===== src/rtl/param_cpu_host.sv =====
// Small parameterized accumulator-less CPU core: 8 GPRs, RUN/MUL/HALT sequencer,
// handshake-driven instruction fetch, OUT strobe port and registered debug mirrors.
module param_cpu_host #(
  parameter int DATA_W     = 16,
  parameter int PC_W       = 13,
  parameter int BOOT_PC    = 0,
  parameter int MUL_CYCLES = 4,
  parameter int OUT_REG    = 0
) (
  input  logic              clk,
  input  logic              pon_rst_n_i,
  input  logic [15:0]       instruction,
  input  logic              instr_valid,
  output logic              instr_ready,
  input  logic              resume,
  output logic [PC_W-1:0]   pc_out,
  output logic [DATA_W-1:0] reg_data_out,
  output logic [DATA_W-1:0] out_data,
  output logic              out_valid,
  output logic              cpu_halt
);

  localparam logic [PC_W-1:0] BOOT     = PC_W'(BOOT_PC);
  localparam logic [2:0]      OREG     = 3'(OUT_REG);
  localparam logic [3:0]      MUL_LAST = 4'(MUL_CYCLES - 1);

  localparam logic [3:0] OP_ADD  = 4'h1;
  localparam logic [3:0] OP_SUB  = 4'h2;
  localparam logic [3:0] OP_LDI  = 4'h3;
  localparam logic [3:0] OP_JMP  = 4'h4;
  localparam logic [3:0] OP_BEQZ = 4'h5;
  localparam logic [3:0] OP_MUL  = 4'h6;
  localparam logic [3:0] OP_OUT  = 4'h7;
  localparam logic [3:0] OP_HALT = 4'hF;

  typedef enum logic [1:0] {S_RUN, S_MUL, S_HALT} state_t;

  state_t                  state;
  logic [PC_W-1:0]         pc;
  logic [7:0][DATA_W-1:0]  regs;
  logic [3:0]              mul_cnt;
  logic [2:0]              mul_rd;
  logic [DATA_W-1:0]       mul_a, mul_b;

  logic [3:0]        op;
  logic [2:0]        rd, ra, rb;
  logic [DATA_W-1:0] val_a, val_b, val_d, ldi_val;
  logic [15:0]       br_off, jmp_tgt;
  logic [PC_W-1:0]   pc_inc, pc_br, pc_jmp;
  logic              accept;

  assign op = instruction[15:12];
  assign rd = instruction[11:9];
  assign ra = instruction[8:6];
  assign rb = instruction[5:3];

  // Reads come straight from the flops, so same-cycle writes are never forwarded.
  assign val_a   = regs[ra];
  assign val_b   = regs[rb];
  assign val_d   = regs[rd];
  assign ldi_val = DATA_W'(instruction[7:0]);

  // Offsets/targets are formed at 16 bits and truncated, which gives mod 2^PC_W wrap.
  assign br_off  = {{7{instruction[8]}}, instruction[8:0]};
  assign jmp_tgt = {4'b0000, instruction[11:0]};
  assign pc_inc  = pc + PC_W'(1);
  assign pc_br   = pc + br_off[PC_W-1:0];
  assign pc_jmp  = jmp_tgt[PC_W-1:0];

  assign instr_ready = (state == S_RUN);
  assign accept      = instr_valid && instr_ready;

  always_ff @(posedge clk or negedge pon_rst_n_i) begin
    if (!pon_rst_n_i) begin
      state        <= S_RUN;
      pc           <= BOOT;
      regs         <= '0;
      mul_cnt      <= '0;
      mul_rd       <= '0;
      mul_a        <= '0;
      mul_b        <= '0;
      pc_out       <= BOOT;
      reg_data_out <= '0;
      out_data     <= '0;
      out_valid    <= 1'b0;
      cpu_halt     <= 1'b0;
    end else begin
      out_valid    <= 1'b0;
      pc_out       <= pc;
      reg_data_out <= regs[OREG];
      case (state)
        S_RUN: begin
          if (accept) begin
            case (op)
              OP_ADD: begin
                regs[rd] <= val_a + val_b;
                pc       <= pc_inc;
              end
              OP_SUB: begin
                regs[rd] <= val_a - val_b;
                pc       <= pc_inc;
              end
              OP_LDI: begin
                regs[rd] <= ldi_val;
                pc       <= pc_inc;
              end
              OP_JMP:  pc <= pc_jmp;
              OP_BEQZ: pc <= (val_d == '0) ? pc_br : pc_inc;
              OP_MUL: begin
                // Operands are latched now; later writes to Ra/Rb don't disturb the result.
                mul_a   <= val_a;
                mul_b   <= val_b;
                mul_rd  <= rd;
                mul_cnt <= MUL_LAST;
                state   <= S_MUL;
              end
              OP_OUT: begin
                out_data  <= val_a;
                out_valid <= 1'b1;
                pc        <= pc_inc;
              end
              OP_HALT: begin
                state    <= S_HALT;
                cpu_halt <= 1'b1;
              end
              default: pc <= pc_inc;
            endcase
          end
        end
        S_MUL: begin
          if (mul_cnt == 4'd0) begin
            regs[mul_rd] <= mul_a * mul_b;
            pc           <= pc_inc;
            state        <= S_RUN;
          end else begin
            mul_cnt <= mul_cnt - 4'd1;
          end
        end
        S_HALT: begin
          if (resume) begin
            state    <= S_RUN;
            cpu_halt <= 1'b0;
            pc       <= pc_inc;
          end
        end
        default: state <= S_RUN;
      endcase
    end
  end

endmodule


===== config.mk =====
export PLATFORM = sky130hd
export DESIGN_NAME = param_cpu_host
export DESIGN_NICKNAME = d
export VERILOG_FILES = /design/src/rtl/param_cpu_host.sv
export SDC_FILE = /design/constraint.sdc
export NUM_CORES = 1
export LEC_CHECK = 0
export CORE_AREA = 2 2 266 268
export DETAILED_ROUTE_END_ITERATION = 7
export DIE_AREA = 0 0 268 270
export SLEW_MARGIN = 20
export SYNTH_ARGS = -nofsm -noshare
export SYNTH_HDL_FRONTEND = slang
export SYNTH_SLANG_ARGS = --single-unit

===== constraint.sdc =====
create_clock -name clk -period 5.8 [get_ports clk]
set_input_delay 0.87 -clock clk [delete_from_list [all_inputs] [get_ports clk]]
set_output_delay 0.87 -clock clk [all_outputs]
set_load 0.03 [all_outputs]

== Word level (Yosys, flattened, before mapping) ==
Cells that the tools add are included.

* Memory bits (read-only): 0
* Memory bits (writable): 0
* Output and inout port bits: 48
* Flip-flop bits (word level): 229
* Word-level logic and storage cells: 107
* Memories: 0
* Latch bits: 0

* Shift-type cells: 0
* Eq/ne operators: 19
* $mul: 1
* $add $sub $neg: 5
* Reduce and logical (&&, ||, !) cells: 17
* $lt $le $gt $ge: 6
* Multiplexer cells: 40
* Div/mod/pow operators: 0
* Bitwise logic cells: 0

{| class="wikitable"
|+ Operator list
! cell !! count
|-
| $bwmux W128 || 4
|-
| $pmux W128 S3 || 1
|-
| $mux W128 || 2
|-
| $pmux W128 S2 || 1
|-
| $bmux W16 S3 || 3
|-
| $demux W16 S3 || 2
|-
| $mux W16 || 5
|-
| $pmux W13 S3 || 2
|-
| $mux W13 || 4
|-
| $add A16 B16 Y16 || 1
|-
| $eq A4 B3 Y1 const B || 4
|-
| $logic_not A16 Y1 || 1
|-
| $lt A3 B4 Y1 const B || 4
|-
| $mul A16 B16 Y16 || 1
|-
| $reduce_and A4 Y1 || 4
|-
| $sub A16 B16 Y16 || 1
|-
| $add A13 B1 Y13 const B || 1
|-
| $add A13 B13 Y13 || 1
|-
| $mux W4 || 3
|-
| $eq A4 B2 Y1 const B || 2
|-
| $ne A2 B2 Y1 const B || 4
|-
| $pmux W4 S2 || 1
|-
| $ge A3 B1 Y1 const B || 2
|-
| $mux W1 || 6
|-
| 20 further kinds || 28
|}

== Logic depth before layout (Yosys ltp) ==
Gate-level depths: netlist (run 1).

* Depth after elaboration: 8
* Depth in mapped cells: 24
* Depth with buffers taken out: 22

== Least setup slack after synthesis (run 1) ==
Ideal clock, no wire load.

* Kind: register to register
* Start: reg mul_b[1]
* End: reg regs[79] (netlist name)
* Data required time: 5663 ps
* Arrival: 5412 ps
* Slack: 251 ps
* Period minus slack after synthesis: 5549 ps
* Cell stages (with the launch flop): 22
* Setup time: 137 ps
* Cell sequence: dfrtp_1 -> clkbuf_1 -> and2_1 -> fa_1 -> inv_1 -> fa_1 -> inv_1 -> fa_1 -> fa_1 -> inv_1 -> fa_1 -> fa_1 -> xnor2_1 -> xnor2_1 -> xnor2_1 -> xnor2_1 -> xnor3_1 -> xnor2_1 -> and2_1 -> buf_2 -> o2bb2ai_1 -> a21oi_1

* Word-level cells in the longest chain between the ends: 4

{| class="wikitable"
|+ RTL lines
! item !! RTL line !! RTL
|-
| from (decl) || 43 || <nowiki>logic [DATA_W-1:0] mul_a, mul_b;</nowiki>
|-
| from (signal assigned) || 112 || <nowiki>mul_b <= val_b;</nowiki>
|-
| $mul A16 B16 Y16 || 132 || <nowiki>regs[mul_rd] <= mul_a * mul_b;</nowiki>
|-
| $bwmux W128 || 132 ||
|-
| $mux W128 || 131 || <nowiki>if (mul_cnt == 4'd0) begin</nowiki>
|-
| $pmux W128 S2 || 91 || <nowiki>case (state)</nowiki>
|-
| to (signal, indexed assignment) || 96 || <nowiki>regs[rd] <= val_a + val_b;</nowiki>
|-
| to (signal, indexed assignment) || 100 || <nowiki>regs[rd] <= val_a - val_b;</nowiki>
|-
| to (signal, indexed assignment) || 132 ||
|-
| to (decl) || 40 || <nowiki>logic [7:0][DATA_W-1:0] regs;</nowiki>
|}

Every way passes these cells. The select of a mux whose other input is x is not followed.
A chain may end at the register's enable or synchronous reset.

== Worst setup path after layout (run 1) ==
* Start: reg mul_a[6]
* End: reg regs[62] (netlist name)

* Word-level cells in the longest chain between the ends: 4

{| class="wikitable"
|+ RTL lines
! item !! RTL line !! RTL
|-
| from (decl) || 43 ||
|-
| from (signal assigned) || 111 || <nowiki>mul_a <= val_a;</nowiki>
|-
| $mul A16 B16 Y16 || 132 ||
|-
| $bwmux W128 || 132 ||
|-
| $mux W128 || 131 ||
|-
| $pmux W128 S2 || 91 ||
|}

Every way passes these cells. The select of a mux whose other input is x is not followed.

==> results of run 1 <==
stage by stage:
stage / hold WS [ns] / std cells
6_report: 0.289 / 3451
5_1_grt: 0.330 / 3450
4_1_cts: 0.304 / 3449
3_5_place_dp: 0.423 / 3393
3_3_place_gp: 0.412 / 3393
2_1_floorplan: 0.389 / 2369
sequential cells by signal, indices dropped and copies added, names as in the netlist:
register and cells:
pc 13, cpu_halt 1, mul_b 16, state 2, out_data 16, regs 128, reg_data_out 16, mul_cnt 4
out_valid 1, pc_out 13, mul_rd 3, mul_a 16
kinds of logic (layout without fill, tap and decap cells):
family          Yosys count  after routing  synth area share (%)
xor+xnor                 75             75                  3.24
simple gates            710            710                  16.2
other cells               0              1                     0
fa+ha+maj               181            181                  13.9
flops                   229            229                  27.7
buf+inv                 355            496                  6.76
mux                     110            110                  9.28
compound gates          709            709                  22.9
final cells by class:
type	count	area, um^2
clock inverters	16	165
repair buffers	269	2290
fillers	7070	44800
flip-flops and latches	229	5750
well taps	940	1180
inverters	173	649
multi-input cells	1785	13900
clock buffers	38	800
diodes	1	2.50
routing by layer:
layer  vias up  share of wire [%]  track usage [%]
met5         -                  0                0
met4         0                5.9             10.7
met3       311                 11             5.49
met2      1239                 44             34.6
met1      9937                 40             30.8
li1       8767                  -                -
layout by cell type, fill, tap and decap left out, types with 18 or more instances in the layout:
| master | n |
|---|---|
| sky130_fd_sc_hd__and2_1 | 69 |
| sky130_fd_sc_hd__a21o_1 | 20 |
| sky130_fd_sc_hd__buf_4 | 190 |
| sky130_fd_sc_hd__a211oi_1 | 18 |
| sky130_fd_sc_hd__nor3_1 | 41 |
| sky130_fd_sc_hd__nand2_1 | 223 |
| sky130_fd_sc_hd__mux2i_1 | 39 |
| sky130_fd_sc_hd__mux4_2 | 64 |
| sky130_fd_sc_hd__inv_1 | 165 |
| sky130_fd_sc_hd__clkbuf_16 | 29 |
| sky130_fd_sc_hd__a21oi_1 | 168 |
| sky130_fd_sc_hd__and3_1 | 18 |
| sky130_fd_sc_hd__nor2_1 | 196 |
| sky130_fd_sc_hd__fa_1 | 77 |
| sky130_fd_sc_hd__dfrtp_1 | 216 |
| sky130_fd_sc_hd__nand3_1 | 24 |
| sky130_fd_sc_hd__a31oi_1 | 41 |
| sky130_fd_sc_hd__o21a_1 | 61 |
| sky130_fd_sc_hd__xnor2_1 | 54 |
| sky130_fd_sc_hd__o221ai_1 | 27 |
| sky130_fd_sc_hd__nor4_1 | 36 |
| sky130_fd_sc_hd__ha_1 | 88 |
| sky130_fd_sc_hd__a22oi_1 | 41 |
| sky130_fd_sc_hd__o21ai_0 | 154 |
| sky130_fd_sc_hd__clkdlybuf4s50_1 | 62 |
| sky130_fd_sc_hd__nand4_1 | 23 |
worst max path at each step:
stage             start        end  cells after the start
4_1_cts        mul_b[4]   regs[78]                     22
3_5_place_dp   mul_b[1]  regs[111]                     20
2_1_floorplan  mul_b[1]   regs[79]                     21
6_report       mul_a[6]   regs[62]                     22
3_3_place_gp   mul_b[1]  regs[111]                     20
5_1_grt        mul_b[4]   regs[62]                     22
what timing repair did:
item / 4_1_cts / 5_1_grt
endpoints found under the hold margin: 0 / 0
pin swaps: 9 / 36
buffers inserted: 2 / 4
resized for setup: 14 / 71
hold buffers: 0 / 0
setup endpoints to repair: 18 / 38
==> metrics.csv, run 1 <==
metric;value;unit
number of sinks handled by clock tree synthesis;229;
routability congestion estimate;1.01;
Post-Place Setup Slack;-0.161;ns
clock latency on the worst-skew pair;0.61;ns
Max FO, Critical Path;7;
number of nets still failing antenna checks after routing;0;
final core utilization;35.6;%
relative slew slack;21.6;%
setup repair after global routing missed its margin;true;
Final Routed Wirelength;84700;um
list of most frequent post-synthesis cells;sky130_fd_sc_hd__dfrtp_1 (229), sky130_fd_sc_hd__nand2_1 (225), sky130_fd_sc_hd__nor2_1 (199), sky130_fd_sc_hd__a21oi_1 (173), sky130_fd_sc_hd__inv_1 (171);
Crit path arrival time;6.16;ns
area share of the largest cell type after synthesis;27.7;%
R2R Path Start;mul_a[6];
cell area after placement;0.0234;mm^2
share of final-layout standard cells stronger than drive strength 1;17.6;%
Horiz. Die Dim;268;um
antenna violations before repair;1;
clock slew at reported path FFs;0.07;ns
vertical die dimension;270;um
syn nets;2570;
Worst Hold Class;primary input to asynchronous set/reset pin;
Boundary Pins;68;
Total Negative Setup Slacks;0;ns
register area share after synthesis;27.7;%
violations in the final reports;design-rule violations;
slowest library cell on the worst path;sky130_fd_sc_hd__fa_1;
logic depth of the worst register-to-register path;22;
post-DR vias/cell;5.87;
area grow syn2layout;19.7;%
core region area;0.0695;mm^2
Critical Path Source Type;register;
cells along the critical path;buf_12 > and2_4 > fa_1 > inv_1 > fa_1 > fa_1 > fa_1 > inv_1 > fa_1 > inv_1 > fa_1 > inv_2 > ha_4 > buf_4 > inv_1 > o21ai_4 > a311oi_2 > xnor2_1 > buf_4 > nor2_2 > buf_6 > a221oi_2;
final setup skew;0.0289;ns
Slowest Stage Delay on Critical Path;0.50;ns
cell type with the highest aggregate area in the netlist;sky130_fd_sc_hd__dfrtp_1;
type of the setup path with the least slack;register to register;
residual overflow from global routing;0;
post-DR wirelength/cell;24.5;um
max-capacitance violation count;0;
combined area of all synthesized cells;0.0207;mm^2
Top Family by Delay on Critical Path;adder cells;
result of the run;complete, but fails checks;
register-to-register setup slack;0.14;ns
Cell variety after synth;87;
detailed placer's ending HPWL;61900;um
final net count;2688;
buffers plus inverters on the worst setup path;9;
Synth Flop Type;sky130_fd_sc_hd__dfrtp_1;
Max Clk Rate;0.177;GHz
area of the die;0.0724;mm^2
asr flop ratio synth;100;%
global router's overall resource usage;22.9;%
CP endpoint kind;register;
time the final worst path needs with I/O delays and setup;5.66;ns
global-route wire length before repair;126000;um
Most common cell on crit path;sky130_fd_sc_hd__fa_1;
number of global-route vias before repair;19300;
number of pins exceeding their max-slew limit in the final report;0;
ranking of synthesized cells by area;sky130_fd_sc_hd__dfrtp_1 (28%), sky130_fd_sc_hd__fa_1 (8.0%), sky130_fd_sc_hd__mux4_2 (7.0%);
number of endpoints failing setup at the final stage;0;
final critical-path setup slack;0.139;ns
H-tree Lvls;1;
CTS max path bufs;3;
Tcrit/Tclk final;97.6;%
reg-to-reg critical path endpoint;regs[62];
final standard cell area without fillers;0.0248;mm^2
DRT iter0 DRCs;2625;
number of iterations in the first detailed-routing pass;8;
most common cell in the netlist;sky130_fd_sc_hd__dfrtp_1;
Cells after Synth;2369;
flip-flop and latch count after synthesis;229;
number of DRC violations after detailed routing;2;
final hold violation count;0;
per-instance average area after synthesis;8.74;um^2
initial core utilization;29.8;%
Worst Tran Pin Value;1.17;ns
number of buffers inserted during clock tree synthesis;29;
number of warnings issued by yosys;0;
data required time at the worst endpoint;6.30;ns
Row Count;97;
count of input and output buffers;67;
clock tree from TritonCTS;yes;
via count;20300;
largest net degree at the start of global routing;81;
Root Driver;sky130_fd_sc_hd__clkbuf_16;
EDFF count, synth;0;
Power of run 1 is left out: the tool's default activity adds up to more than one toggle a clock period on the data nets, which glitch-free logic cannot reach.
==> run 2: changes to the inputs <==
- ABC_CLOCK_PERIOD_IN_PS: unset -> 5800
- CORE_AREA: 2 2 266 268 -> 2 2 192 194
- DIE_AREA: 0 0 268 270 -> 0 0 194 196
- PLACE_DENSITY: unset -> 0.79
- SLEW_MARGIN: 20 -> 25
==> run 2 against run 1 <==
  * The run now ends clean
  * Largest cell class unchanged
  * First-iteration DRC count grew 6.3%
  * Register-to-register slack got worse by 0.09 ns
  * Global-route usage up 22 points
  * Non-clock buffer count fell by 33
  * Fmax is 1.6% lower
  * Cell count shrank 15%
  * Flip-flop and latch count did not move
  * Routed wire length grew 3.0%
  * Utilization rose by 31 points
  * Count of clock-buffer cells in the layout stayed put
==> metrics.csv, run 2 (synthesized netlist as in run 1, its figures left out) <==
metric;value;unit;change
Crit path arrival time;6.16;ns;about the same
max-capacitance violation count;0;;unchanged
worst hold-check slack;0.295;ns;+0.00610 ns
number of buffers inserted during clock tree synthesis;28;;-3.4%
number of sinks handled by clock tree synthesis;229;;unchanged
Layout Cells excl Fill;2945;;-15%
Horiz. Die Dim;194;um;-28%
Slowest Stage Delay on Critical Path;0.58;ns;+0.08 ns
data required time at the worst endpoint;6.21;ns;-0.09 ns
core region area;0.0361;mm^2;-48%
clock slew at reported path FFs;0.06;ns;about the same
clock latency on the worst-skew pair;0.57;ns;-0.04 ns
initial core utilization;57.4;%;+28 points
global router's overall resource usage;45.2;%;+22 points
setup repair after global routing missed its margin;true;;
number of endpoints failing setup at the final stage;0;;unchanged
Worst Tran Pin Value;1.17;ns;+0.000492 ns
Max FO, Critical Path;6;;-1
number of DRC violations after detailed routing;0;;-2
Critical Path Source Type;register;;
post-DR vias/cell;7.10;;+21%
global-route wire length before repair;129000;um;+2.2%
Final Routed Wirelength;87200;um;+3.0%
Max Clk Rate;0.174;GHz;-1.6%
Worst Hold Class;primary input to asynchronous set/reset pin;;
final hold violation count;0;;unchanged
number of iterations in the first detailed-routing pass;6;;-2
share of final-layout standard cells stronger than drive strength 1;16.2;%;-1.4 points
max FFs per register;128;;unchanged
residual overflow from global routing;0;;unchanged
DRT iter0 DRCs;2790;;+6.3%
number of pins exceeding their max-slew limit in the final report;0;;unchanged
register bank with the most flops;regs;;
logic depth of the worst register-to-register path;21;;-4.5%
number of nets still failing antenna checks after routing;0;;unchanged
detailed placer's ending HPWL;63800;um;+3.1%
leading cell type in the layout, fill and taps excluded;sky130_fd_sc_hd__nand2_1;;
number of global-route vias before repair;20200;;+4.3%
Total Negative Setup Slacks;0;ns;unchanged
relative slew slack;21.6;%;about the same
vertical die dimension;196;um;-27%
cell area after placement;0.0226;mm^2;-3.5%
cells along the critical path;and2_1 > fa_1 > inv_2 > fa_1 > fa_2 > fa_1 > inv_2 > fa_1 > inv_2 > fa_2 > inv_2 > ha_4 > nand3_2 > or3_4 > o21ai_4 > a311oi_2 > xnor2_1 > buf_4 > nor2_4 > buf_6 > a32oi_1;;
Boundary Pins;68;;unchanged
Cell Count Post-Placement;2884;;-15%
post-DR wirelength/cell;29.6;um;+21%
final standard cell area without fillers;0.0239;mm^2;-3.6%
largest net degree at the start of global routing;146;;+80%
slowest library cell on the worst path;sky130_fd_sc_hd__fa_2;;
count of input and output buffers;67;;unchanged
clock tree from TritonCTS;yes;;
routability congestion estimate;1.03;;+1.1%
CTS max path bufs;3;;unchanged
time the final worst path needs with I/O delays and setup;5.75;ns;+0.0908 ns
Tcrit/Tclk final;99.2;%;+1.6 points
Row Count;70;;-28%
final setup skew;0.0139;ns;-0.0150 ns
Root Driver;sky130_fd_sc_hd__clkbuf_16;;
cts-stage hold buffer count;0;;unchanged
final net count;2654;;-1.3%
type of the setup path with the least slack;register to register;;
result of the run;completed;;
area of the die;0.0380;mm^2;-47%
CP endpoint kind;register;;
top library cells by usage in the layout, fill and taps aside;sky130_fd_sc_hd__nand2_1 (223), sky130_fd_sc_hd__dfrtp_1 (217), sky130_fd_sc_hd__nor2_1 (197);;
antenna violations before repair;3;;+2
H-tree Lvls;1;;unchanged
area grow syn2layout;15.4;%;
via count;20900;;+3.2%
==> run 2: cell type report <==
type | count | area [um^2]
well taps | 468 | 586
fillers | 2889 | 12200
inverters | 173 | 652
repair buffers | 236 | 2050
clock inverters | 14 | 161
diodes | 2 | 5.00
multi-input cells | 1785 | 13900
flip-flops and latches | 229 | 5750
clock buffers | 38 | 800
==> run 2: worst paths after layout <==
| path | start | end | slack, ns |
|---|---|---|---|
| worst min register to register | pc[12] | pc_out[12] | 0.46 |
| worst min-delay path | pon_rst_n_i | mul_a[11] | 0.30 |
| worst max register to register | mul_b[5] | regs[110] | 0.05 |
| min in group clk | pc[12] | pc_out[12] | 0.46 |
| max in group asynchronous | pon_rst_n_i | regs[49] | 4.14 |
| worst max-delay path | mul_b[5] | regs[110] | 0.05 |
==> run 2: what timing repair did <==
| item | 4_1_cts | 5_1_grt |
|---|---|---|
| resized for setup | 11 | 75 |
| pin swaps | 4 | 40 |
| setup buffers | 0 | 8 |
| endpoints found under the setup margin | 18 | 39 |
==> run 2: worst max-delay path: cells and delay by family, from the launching register on <==
family	cells	cell delay, ns
and+or+nand+nor	4	0.87
buffers and inverters	6	0.48
DFF	1	0.46
xor gates and xnor gates	1	0.14
adders and majority gates	7	3.40
AOI/OAI and AO/OA	3	0.25
==> run 2: through the flow <==
step | worst slack [ns] | utilization [%]
floorplan | 0.251 | -
global placement | -0.0265 | 62.6
detailed placement | -0.133 | 62.6
CTS | 0.00672 | 65.3
global route | -0.191 | 66.2
finish | 0.0485 | 66.2
==> run 2: layer usage <==
metal | up-vias | track usage [%] | part of all wire, %
li1 | 8724 | - | -
met1 | 10100 | 56.4 | 36
met2 | 1662 | 70.8 | 44
met3 | 424 | 10.9 | 12
met4 | 2 | 28.9 | 8.2
met5 | - | 0 | 0.015
Power of run 2 is left out for the same reason.
